**src/rtl/norm_ctrl.sv**
```systemverilog
// Job controller for a row-normalisation unit: latches per-job configuration,
// issues rows under a credit limit and tracks returns to detect job completion.
module norm_ctrl #(
    parameter int unsigned DWIDTH          = 8,
    parameter int unsigned MASK_WIDTH      = 16,
    parameter int unsigned CNT_WIDTH       = 8,
    parameter int unsigned MAX_OUTSTANDING = 4
) (
    input  logic                  clk,
    input  logic                  reset,
    input  logic                  start,
    input  logic                  cfg_enable_norm,
    input  logic [DWIDTH-1:0]     cfg_mean,
    input  logic [DWIDTH-1:0]     cfg_inv_var,
    input  logic [MASK_WIDTH-1:0] cfg_mask,
    input  logic [CNT_WIDTH-1:0]  cfg_num_rows,
    input  logic                  src_valid,
    output logic                  src_ready,
    output logic                  enable_norm,
    output logic [DWIDTH-1:0]     mean,
    output logic [DWIDTH-1:0]     inv_var,
    output logic [MASK_WIDTH-1:0] validity_mask,
    output logic                  in_data_available,
    input  logic                  out_data_available,
    output logic                  busy,
    output logic                  done_norm,
    output logic                  err,
    output logic [3:0]            outstanding
);

    localparam logic [3:0] MaxOut = 4'(MAX_OUTSTANDING);

    typedef enum logic [2:0] {StIdle, StLoad, StRun, StDrain, StDone} state_e;

    state_e                state_q, state_d;
    logic                  enable_norm_q, enable_norm_d;
    logic [DWIDTH-1:0]     mean_q, mean_d;
    logic [DWIDTH-1:0]     inv_var_q, inv_var_d;
    logic [MASK_WIDTH-1:0] mask_q, mask_d;
    logic [CNT_WIDTH-1:0]  num_rows_q, num_rows_d;
    logic [CNT_WIDTH-1:0]  issued_q, issued_d;
    logic [CNT_WIDTH-1:0]  returned_q, returned_d;
    logic [3:0]            outstanding_q, outstanding_d;
    logic                  err_q, err_d;

    logic issue;
    logic ret_window;
    logic ret_ok;
    logic ret_bad;

    // Issue handshake and return classification
    always_comb begin
        // Gated by reset so the norm unit never sees a row the controller forgets.
        src_ready  = (state_q == StRun) && (issued_q < num_rows_q) &&
                     (outstanding_q < MaxOut) && !reset;
        issue      = src_valid && src_ready;
        ret_window = (state_q == StRun) || (state_q == StDrain) || (state_q == StDone);
        ret_ok     = out_data_available && ret_window && (outstanding_q != 4'd0) &&
                     (returned_q != num_rows_q);
        ret_bad    = out_data_available && !ret_ok;
    end

    // Next-state, configuration latch and credit counters
    always_comb begin
        state_d       = state_q;
        enable_norm_d = enable_norm_q;
        mean_d        = mean_q;
        inv_var_d     = inv_var_q;
        mask_d        = mask_q;
        num_rows_d    = num_rows_q;
        issued_d      = issued_q + CNT_WIDTH'(issue);
        returned_d    = returned_q + CNT_WIDTH'(ret_ok);
        err_d         = err_q | ret_bad;
        outstanding_d = outstanding_q;
        if (issue && !ret_ok) begin
            outstanding_d = outstanding_q + 4'd1;
        end else if (ret_ok && !issue) begin
            outstanding_d = outstanding_q - 4'd1;
        end

        unique case (state_q)
            StIdle: begin
                if (start) begin
                    enable_norm_d = cfg_enable_norm;
                    mean_d        = cfg_mean;
                    inv_var_d     = cfg_inv_var;
                    mask_d        = cfg_mask;
                    num_rows_d    = cfg_num_rows;
                    issued_d      = '0;
                    returned_d    = '0;
                    // A spurious return in the start cycle still flags.
                    err_d         = ret_bad;
                    state_d       = (cfg_num_rows != '0) ? StLoad : StDone;
                end
            end
            StLoad:  state_d = StRun;
            StRun: begin
                if (issued_d == num_rows_q) state_d = StDrain;
            end
            StDrain: begin
                if (returned_d == num_rows_q) state_d = StDone;
            end
            StDone:  state_d = StIdle;
            default: state_d = StIdle;
        endcase
    end

    // State and datapath registers with synchronous reset
    always_ff @(posedge clk) begin
        if (reset) begin
            state_q       <= StIdle;
            enable_norm_q <= 1'b0;
            mean_q        <= '0;
            inv_var_q     <= '0;
            mask_q        <= '0;
            num_rows_q    <= '0;
            issued_q      <= '0;
            returned_q    <= '0;
            outstanding_q <= 4'd0;
            err_q         <= 1'b0;
        end else begin
            state_q       <= state_d;
            enable_norm_q <= enable_norm_d;
            mean_q        <= mean_d;
            inv_var_q     <= inv_var_d;
            mask_q        <= mask_d;
            num_rows_q    <= num_rows_d;
            issued_q      <= issued_d;
            returned_q    <= returned_d;
            outstanding_q <= outstanding_d;
            err_q         <= err_d;
        end
    end

    // Output drive from state and latched registers
    always_comb begin
        in_data_available = issue;
        enable_norm       = enable_norm_q;
        mean              = mean_q;
        inv_var           = inv_var_q;
        validity_mask     = mask_q;
        busy              = (state_q != StIdle);
        done_norm         = (state_q == StDone);
        err               = err_q;
        outstanding       = outstanding_q;
    end

endmodule

```
**config.mk**
```make
export PLATFORM = sky130hd
export DESIGN_NAME = norm_ctrl
export DESIGN_NICKNAME = d
export VERILOG_FILES = /design/src/rtl/norm_ctrl.sv
export SDC_FILE = /design/constraint.sdc
export NUM_CORES = 1
export LEC_CHECK = 0
export CORE_UTILIZATION = 60
export DETAILED_ROUTE_END_ITERATION = 7
export DONT_BUFFER_PORTS = 1
export HOLD_SLACK_MARGIN = 0.05
export PLACE_DENSITY = 0.76
export SYNTH_ARGS = -nofsm -noshare
export SYNTH_HDL_FRONTEND = slang
export SYNTH_SLANG_ARGS = --single-unit
```
**constraint.sdc**
```tcl
create_clock -name clk -period 10.69 [get_ports clk]
set_input_delay 2.138 -clock clk [delete_from_list [all_inputs] [get_ports clk]]
set_output_delay 2.138 -clock clk [all_outputs]
set_load 0.01 [all_outputs]
```
==> impl_metrics.toml, run 1 <==
[final_layout]
fill_cells = 448
final_nets = 447
syn2layout_area_growth_pct = 8.079
diodes = 0
seq_area_mm2 = 0.001301
fin_util_pct = 67.28
final_cells = 461
multi_input_area_mm2 = 0.001722
drive_above_1_share_pct = 5.882

[setup_path]
crit_chain = "nor4_1 > nand4_1 > a21oi_1"
worstPathArrival_ns = 2.87
path_buf_inv = 0
critical_path.max_stage_delay_ns = 0.36
end_kind = "primary output"
crit_family = "simple AND/OR/NAND/NOR gates"
cp_max_fo = 53
startpoint_type = "primary input"
required_ns = 8.55
critical_path_class = "in -> out"
slowest_stage = "a21oi_1"

[die]
fp.dieH_um = 74.57
coreArea_mm2 = 0.005075
die_area_mm2 = 0.005560
start_util_pct = 62.25
die-width_um = 74.57
io_pins = 88
core.rowCount = 26

[power]
p_int_uw = 497.1
pwr-share-seq_pct = 43.2
sw_frac_of_total_pct = 32.65
leakage_nw = 1.333
ir_drop_v = 0.0001730
total_power_uw = 738.2
switchingPower_uw = 241.0
clockPowerShare_pct = 34.3
powerDensity_mw_per_mm2 = 216.2
p_comb_share_pct = 22.5

[synth]
avgSynthCellArea_um2 = 7.978
ys_warn_count = 0
synth_cell_type_count = 48
ys_seq_area_share_pct = 41.19
syn-num-nets = 457
synth_top_family_by_area = "simple AND/OR/NAND/NOR gates"
post_synth_fa_ha_maj_area_fraction_pct = 6.178
synthFlopType = "dfxtp_1"
syn-instance-count = 396
synth.area.mux_share_pct = 0.3168
synth-compound-area-share_pct = 14.73
synth-async-reset-ratio_pct = 0
syn-cell-area_mm2 = 0.003159
synthXorXnorAreaFrac_pct = 10.50
synth_simple_gate_area_share_pct = 22.77
synth_edf_count = 0
synth-seq-cells = 65

[clocking]
cts_buffer_depth = 2
post_cts_buffers = 0
cts.clk_slew.worst_paths_ns = 0.07
hold_buffers = 0
post_cts_resized = 0
tritoncts = "done"
numCtsBuffers = 9
cts_root_buf = "clkbuf_8"
htree_levels = 3
worstSkewPairLatency_ns = 0.33
cts.sinks = 65

[global_route]
grt_max_degree = 54
grt_busiest_layer = "met2"
antenna_found_initial = 0
grt_pass1_wl_um = 10300
grt_pass1_vias = 2324
grt_overflow = 0
use_met1_pct = 31.55
grtUsageTotal_pct = 24.59
grt.met3_usage_pct = 7.588
met2_usage_pct = 38.74

[place]
hpwlAfterDp_um = 4637
port-buffer-count = 0
dpl.cell_count = 445
gp_congestion = 0.8986

[detailed_routing]
first_iter_violations = 119
wire_per_inst_um = 14.04
ant_nets = 0
drc_errors = 0
num_vias = 2568
via_per_inst = 5.570
first_pass_iters = 4
wl_um = 6474

[sta]
finClkSkew_ns = 0.008273
setup_tns_ns = 0
maxSlewViolCount = 0
finalHoldViolCount = 0
worstMarginPinSlew_ns = 0.4607
fmax_mhz = 199.5
final.period_utilization_pct = 46.89
rsz0062_at_grt = "false"
min_period_ns = 5.013
slew_headroom_pct = 69.00
setup_viol_count_final = 0

[run]
drv_cap = 0

[status]
status = "finished clean"

[hold_path]
hold_path.class = "reg -> reg"
placed cells by master (no fill, tap or decap), drive strengths merged, types with 2 or more instances in the layout:
| cell type | count |
|---|---|
| dfxtp | 65 |
| nor2 | 28 |
| and3 | 3 |
| nand4 | 4 |
| o31ai | 2 |
| inv | 12 |
| bufinv | 3 |
| buf | 2 |
| and2 | 5 |
| ha | 14 |
| nor4 | 3 |
| or3 | 2 |
| xnor2 | 24 |
| o21ai | 6 |
| nand2b | 6 |
| xor2 | 13 |
| nor3 | 3 |
| a311o | 2 |
| nand3 | 7 |
| a21oi | 50 |
| clkbuf | 10 |
| nand2 | 98 |
| a21o | 4 |
| nor3b | 2 |
| clkinv | 3 |
| a211oi | 2 |
through the flow:
stage / cell area, um^2 / setup slack [ns] / hold WS [ns]
after floorplan: 3159 / 5.620 / 0.4805
after global placement: 3171 / 5.689 / 0.4841
after detailed placement: 3171 / 5.661 / 0.4877
after CTS: 3415 / 5.657 / 0.4973
after global routing: 3415 / 5.525 / 0.5179
final: 3415 / 5.677 / 0.4954
per-layer routing:
| layer | part of all wire [%] | vias up |
|---|---|---|
| met3 | 8.4 | 10 |
| met1 | 43 | 1169 |
| met5 | 0 | - |
| met4 | 1.3 | 0 |
| met2 | 47 | 88 |
| li1 | - | 1301 |
Yosys cell counts, types with 2 or more instances:
library cell,number,share of area (%)
xor2_1,13,3.6
dfxtp_1,65,41
buf_2,3,0.48
a21oi_1,50,7.9
clkbuf_1,19,2.3
inv_1,12,1.4
ha_1,14,5.5
a21o_1,4,0.95
or3_1,2,0.40
nand4_1,4,0.79
a311o_1,2,0.63
a211oi_1,2,0.48
nand2_1,98,12
nand3_1,7,1.1
nand2b_1,6,1.2
nor2_1,27,3.2
nor3b_1,2,0.48
xnor2_1,23,6.4
and2_1,5,0.99
and3_1,2,0.40
nor3_1,2,0.32
o21ai_0,6,0.95
nor4_1,3,0.59
registers in the layout, summed over array words and instances (netlist names):
register       flops
validity_mask     16
inv_var            8
issued_q           8
mean               8
num_rows_q         8
returned_q         8
outstanding        4
state_q            3
enable_norm        1
err                1
cells by family (layout without fill, tap and decap cells):
family / count (synthesis) / count (layout)
XOR/XNOR: 37 / 37
multiplexers: 1 / 1
adder cells (fa/ha/maj): 15 / 15
AO/OA/AOI/OAI: 78 / 78
buffers and inverters: 35 / 30
AND/OR/NAND/NOR: 165 / 165
flip-flops: 65 / 65
layout make-up:
type | count | area share, %
Clock buffer | 10 | 3.738
Timing Repair Buffer | 2 | 0.4397
Sequential cell | 65 | 38.11
Multi-Input combinational cell | 296 | 50.42
Clock inverter | 6 | 3.408
Inverter | 12 | 1.319
Tap cell | 70 | 2.565
power by group through the flow:
| stage | Clock, mW | Combinational (mW) | Sequential [mW] |
|---|---|---|---|
| 2_1_floorplan | 0 | 0.146 | 0.310 |
| 3_3_place_gp | 0 | 0.161 | 0.323 |
| 3_5_place_dp | 0 | 0.166 | 0.324 |
| 4_1_cts | 0.255 | 0.167 | 0.319 |
| 5_1_grt | 0.267 | 0.190 | 0.324 |
| 6_report | 0.253 | 0.166 | 0.319 |
worst reg2reg max path, delay by kind of cell, from the launching register on:
family / cells / cell delay (ns)
adders and majority gates: 3 / 0.84
AOI/OAI and AO/OA: 8 / 1.82
xor gates and xnor gates: 2 / 0.24
and+or+nand+nor: 1 / 0.36
DFF: 1 / 0.46
buffers and inverters: 1 / 0.08
worst paths after layout:
kind	slack [ns]	from	endpoint	depth (start not counted)
worst max-delay path	5.68	reset	in_data_available	3
worst min-delay path	0.50	inv_var[1]	inv_var[1]	2
worst max register to register	6.84	num_rows_q[1]	state_q[0]	15
worst min register to register	0.50	inv_var[1]	inv_var[1]	2
No activity file was read; power rests on OpenSTA's default activity.
==> inputs of run 2 (changes only) <==
--- a/config.mk
+++ b/config.mk
@@ -5,11 +5,11 @@
 export SDC_FILE = /design/constraint.sdc
 export NUM_CORES = 1
 export LEC_CHECK = 0
-export CORE_UTILIZATION = 60
+export CORE_UTILIZATION = 57
 export DETAILED_ROUTE_END_ITERATION = 7
 export DONT_BUFFER_PORTS = 1
 export HOLD_SLACK_MARGIN = 0.05
-export PLACE_DENSITY = 0.76
+export PLACE_DENSITY = 0.75
 export SYNTH_ARGS = -nofsm -noshare
 export SYNTH_HDL_FRONTEND = slang
 export SYNTH_SLANG_ARGS = --single-unit
==> constraint.sdc (replaced) <==
create_clock -name clk -period 4.1 [get_ports clk]
set_input_delay 0.82 -clock clk [delete_from_list [all_inputs] [get_ports clk]]
set_output_delay 0.82 -clock clk [all_outputs]
set_load 0.01 [all_outputs]
==> run 2 against run 1 <==
- sequential share of layout area grew 0.30 points
- via count shrank 1.3%
- sequential power grew to 2.6 times the previous value
- clock skew is essentially flat
- flip-flop and latch count is the same
- clock power grew 110%
- cell count grew 0.65%
- core utilization shrank 2.6 points
- global-route usage shrank 0.15 points
- critical path depth grew 12
- design area shrank 0.77%
- setup slack lost 5.2 ns
==> impl_metrics.toml, run 2 (same netlist as run 1, synthesis figures left out) <==
[final_layout]
drive_above_1_share_pct = 6.853
final_common_cell = "nand2_1"
multi_input_area_mm2 = 0.001722
diodes = 0
largest_reg_flops = 16
final_nets = 450
syn2layout_area_growth_pct = 7.248
mostFrequentLayoutCells = "98 x nand2_1, 65 x dfxtp_1, 50 x a21oi_1"
fin_area_mm2 = 0.003388
fill_cells = 455
seq_area_mm2 = 0.001301

[power]
leakage_nw = 1.331
ir_drop_v = 0.0003355
powerDensity_mw_per_mm2 = 532.3

[clocking]
cts.clk_slew.worst_paths_ns = 0.07
htree_levels = 3
worstSkewPairLatency_ns = 0.34
post_cts_resized = 0
cts_root_buf = "clkbuf_8"
post_cts_buffers = 0
cts_buffer_depth = 2
tritoncts = "done"
hold_buffers = 0
cts.sinks = 65
numCtsBuffers = 9

[detailed_routing]
wire_per_inst_um = 14.44
wl_um = 6700
via_per_inst = 5.461
ant_nets = 0
first_iter_violations = 159
num_vias = 2534
drc_errors = 0
first_pass_iters = 4

[setup_path]
r2r-start = "num_rows_q[1]"
rr_endpoint = "state_q[0]"
critical_path.max_stage_delay_ns = 0.44
crit_chain = "inv_1 > ha_1 > a21o_1 > a21o_1 > a21o_1 > a211o_1 > a21oi_1 > ha_1 > ha_1 > xnor2_2 > xnor2_1 > a311o_1 > or3_1 > o31ai_2 > o2bb2ai_1"
ff2ff_path_depth = 15
ff2ff_setup_slack_ns = 0.49
end_kind = "flip-flop"
startpoint = "num_rows_q[1]"
slowest_stage = "dfxtp_1"
startpoint_type = "flip-flop"
critical_path_class = "reg -> reg"
cp_max_fo = 5
worstPathArrival_ns = 3.88
cp-endpoint = "state_q[0]"
required_ns = 4.37

[global_route]
grt_overflow = 0
grt_pass1_vias = 2497
grtUsageTotal_pct = 24.44
grt_max_degree = 54
grt_pass1_wl_um = 11400
antenna_found_initial = 0

[place]
port-buffer-count = 0
gp_congestion = 0.8735
hpwlAfterDp_um = 4806
placed_area_mm2 = 0.003193

[hold_path]
hold_path.class = "reg -> reg"

[sta]
finalHoldViolCount = 0
min_period_ns = 3.610
worst_hold_slack_ns = 0.4963
worstMarginPinSlew_ns = 1.174
setup_tns_ns = 0
maxSlewViolCount = 0
slew_headroom_pct = 21.74
setup_viol_count_final = 0
final.period_utilization_pct = 88.05
finClkSkew_ns = 0.008027
fmax_mhz = 277.0
rsz0062_at_grt = "false"

[die]
die-width_um = 76.45
io_pins = 88
fp.dieH_um = 76.45
coreArea_mm2 = 0.005238
die_area_mm2 = 0.005845
start_util_pct = 60.32
core.rowCount = 26

[run]
drv_cap = 0

[status]
status = "finished clean"
==> run 2: worst max-delay path: cells and delay by family, from the launching register on <==
family / cells / cell delay [ns]
buffers and inverters: 1 / 0.07
AO/OA/AOI/OAI: 8 / 1.64
AND/OR/NAND/NOR: 1 / 0.36
adder cells (fa/ha/maj): 3 / 0.81
XOR/XNOR: 2 / 0.23
flip-flops: 1 / 0.44
==> run 2: power by group <==
group	total [mW]	internal, mW	switching (mW)
Sequential	0.824	0.715	0.109
Clock	0.533	0.280	0.253
Combinational	0.447	0.180	0.267
==> run 2: through the flow <==
stage,cells,util [%],total power [mW],setup WS [ns]
6_report,464,64.69,1.803,0.4898
5_1_grt,464,64.69,1.919,0.2300
4_1_cts,464,64.69,1.822,0.4696
3_5_place_dp,448,60.97,1.286,0.5136
3_3_place_gp,448,60.97,1.275,0.6512
2_1_floorplan,396,-,1.189,0.4842
==> run 2: how the worst min path moves through the flow <==
stage	start	to	slack [ns]	cells after the start
4_1_cts	inv_var[1]	inv_var[1]	0.50	2
6_report	mean[6]	mean[6]	0.50	2
3_3_place_gp	mean[6]	mean[6]	0.48	2
2_1_floorplan	enable_norm	enable_norm	0.48	2
3_5_place_dp	inv_var[1]	inv_var[1]	0.49	2
5_1_grt	validity_mask[0]	validity_mask[0]	0.52	2
==> run 2: metal layers <==
layer | global-route usage (%) | up-vias | wire length [um]
met1 | 31.93 | 1145 | 3019
met2 | 37.57 | 77 | 3120
met5 | 0 | - | 0
met4 | 10.96 | 0 | 81
met3 | 6.707 | 8 | 479
li1 | - | 1304 | -
==> run 2: final cells by class <==
cell class,count,area share (%)
Clock buffer,9,3.656
Clock inverter,7,2.105
Inverter,12,1.329
Multi-Input combinational cell,296,50.81
Sequential cell,65,38.40
Tap cell,70,2.585
Timing Repair Buffer,5,1.108
==> inputs of run 3 (changes only) <==
--- a/config.mk
+++ b/config.mk
@@ -5,11 +5,11 @@
 export SDC_FILE = /design/constraint.sdc
 export NUM_CORES = 1
 export LEC_CHECK = 0
-export CORE_UTILIZATION = 57
+export CORE_UTILIZATION = 60
 export DETAILED_ROUTE_END_ITERATION = 7
 export DONT_BUFFER_PORTS = 1
 export HOLD_SLACK_MARGIN = 0.05
-export PLACE_DENSITY = 0.75
+export PLACE_DENSITY = 0.76
 export SYNTH_ARGS = -nofsm -noshare
 export SYNTH_HDL_FRONTEND = slang
 export SYNTH_SLANG_ARGS = --single-unit
==> constraint.sdc (replaced) <==
create_clock -name clk -period 4.15 [get_ports clk]
set_input_delay 0.83 -clock clk [delete_from_list [all_inputs] [get_ports clk]]
set_output_delay 0.83 -clock clk [all_outputs]
set_load 0.01 [all_outputs]
==> run 3 against run 2 <==
- non-clock buffer count fell by 1
- setup slack gained 0.12 ns
- core utilization grew 2.1 points
- routed wire length shrank 1.3%
- critical path depth unchanged
- register-to-register slack better by 0.12 ns
- design area did not move
- critical endpoint unchanged
==> impl_metrics.toml, run 3 (same netlist as run 1, synthesis figures left out) <==
[status]
status = "finished clean"

[clocking]
htree_levels = 3
numCtsBuffers = 9
tritoncts = "done"
post_cts_buffers = 0
cts.clk_slew.worst_paths_ns = 0.08
cts_root_buf = "clkbuf_8"
hold_buffers = 0
worstSkewPairLatency_ns = 0.35
post_cts_resized = 0
cts_buffer_depth = 2
cts.sinks = 65

[die]
io_pins = 88
die_area_mm2 = 0.005560
coreArea_mm2 = 0.005075
start_util_pct = 62.25
die-width_um = 74.57
fp.dieH_um = 74.57
core.rowCount = 26

[detailed_routing]
ant_nets = 0
first_pass_iters = 4
wire_per_inst_um = 14.29
first_iter_violations = 205
via_per_inst = 5.579
drc_errors = 0
num_vias = 2583
wl_um = 6614

[power]
ir_drop_v = 0.0003146
total_power_mw = 1.814
leakage_nw = 1.323
powerDensity_mw_per_mm2 = 535.3

[hold_path]
hold_path.class = "reg -> reg"

[sta]
worstMarginPinSlew_ns = 1.134
finalHoldViolCount = 0
fmax_mhz = 282.1
setup_viol_count_final = 0
final.period_utilization_pct = 85.41
finClkSkew_ns = 0.01113
maxSlewViolCount = 0
slew_headroom_pct = 24.42
min_period_ns = 3.544
setup_tns_ns = 0
worst_hold_slack_ns = 0.4977
rsz0062_at_grt = "false"

[place]
placed_area_mm2 = 0.003186
gp_congestion = 0.8402
hpwlAfterDp_um = 4751
port-buffer-count = 0

[setup_path]
critical_path_class = "reg -> reg"
required_ns = 4.43
worstPathArrival_ns = 3.82
cp_max_fo = 5
cp-endpoint = "state_q[0]"
startpoint = "num_rows_q[1]"
ff2ff_path_depth = 15
startpoint_type = "flip-flop"
end_kind = "flip-flop"
ff2ff_setup_slack_ns = 0.61
r2r-start = "num_rows_q[1]"
rr_endpoint = "state_q[0]"

[global_route]
grt_pass1_vias = 2298
antenna_found_initial = 0
grtUsageTotal_pct = 25.67
grt_pass1_wl_um = 10680
grt_max_degree = 54
grt_overflow = 0

[final_layout]
mostFrequentLayoutCells = "98 x nand2_1, 65 x dfxtp_1, 50 x a21oi_1"
diodes = 0
drive_above_1_share_pct = 6.361
largest_reg_flops = 16
final_nets = 449
fin_area_mm2 = 0.003388
syn2layout_area_growth_pct = 7.248
final_common_cell = "nand2_1"

[run]
drv_cap = 0
## run 3: cell types whose count changed in the layout (fill, tap and decap cells not counted)
cell,delta
buf_4,-1
clkinv_2,-3
clkinv_4,-2
inv_8,+1
clkbuf_1,+1
clkinvlp_4,+1
inv_6,+2
## run 3: area by class of cell
| class | count | area (um^2) |
|---|---|---|
| Clock buffer | 10 | 127.6 |
| Clock inverter | 6 | 75.07 |
| Fill cell | 450 | 1687 |
| Inverter | 12 | 45.04 |
| Multi-Input combinational cell | 296 | 1722 |
| Sequential cell | 65 | 1301 |
| Tap cell | 70 | 87.58 |
| Timing Repair Buffer | 4 | 30.03 |
## run 3: critical path, stage by stage, from the launching register on
cell and delay (ns):
dfxtp_1 0.43, inv_1 0.07, ha_1 0.28, a21o_1 0.15
a21o_1 0.17, a21o_1 0.17, a211o_1 0.30, a21oi_1 0.18
ha_1 0.25, ha_1 0.25, xnor2_2 0.10, xnor2_1 0.13
a311o_1 0.32, or3_1 0.36, o31ai_2 0.18, o2bb2ai_1 0.13
## run 3: report_power, final
part | total [mW] | internal [mW] | switching (mW) | leakage (nW)
sequential | 0.817 | 0.706 | 0.110 | 0.530
combinational | 0.440 | 0.176 | 0.264 | 0.693
clock | 0.557 | 0.287 | 0.270 | 0.0994
## run 3: stage by stage
step / setup WS (ns) / util (%) / instances
final: 0.6056 / 66.77 / 463
after global routing: 0.2583 / 66.77 / 463
after CTS: 0.5924 / 66.77 / 463
after detailed placement: 0.6406 / 62.77 / 447
after global placement: 0.7059 / 62.77 / 447
after floorplan: 0.5342 / - / 396
## run 3: layer usage
metal / vias to the layer above / share of wire [%] / track usage (%)
li1: 1301 / - / -
met1: 1203 / 46 / 35.40
met2: 72 / 47 / 37.84
met3: 7 / 6.3 / 8.943
met4: 0 / 0.95 / 7.547
met5: - / 0 / 0
## run 3: how the worst min path moves through the flow
| stage | from | to | depth (start not counted) |
|---|---|---|---|
| after floorplan | enable_norm | enable_norm | 2 |
| after global placement | inv_var[4] | inv_var[4] | 2 |
| after detailed placement | inv_var[0] | inv_var[0] | 2 |
| after CTS | inv_var[0] | inv_var[0] | 2 |
| after global routing | validity_mask[4] | validity_mask[4] | 2 |
| final | validity_mask[10] | validity_mask[10] | 2 |
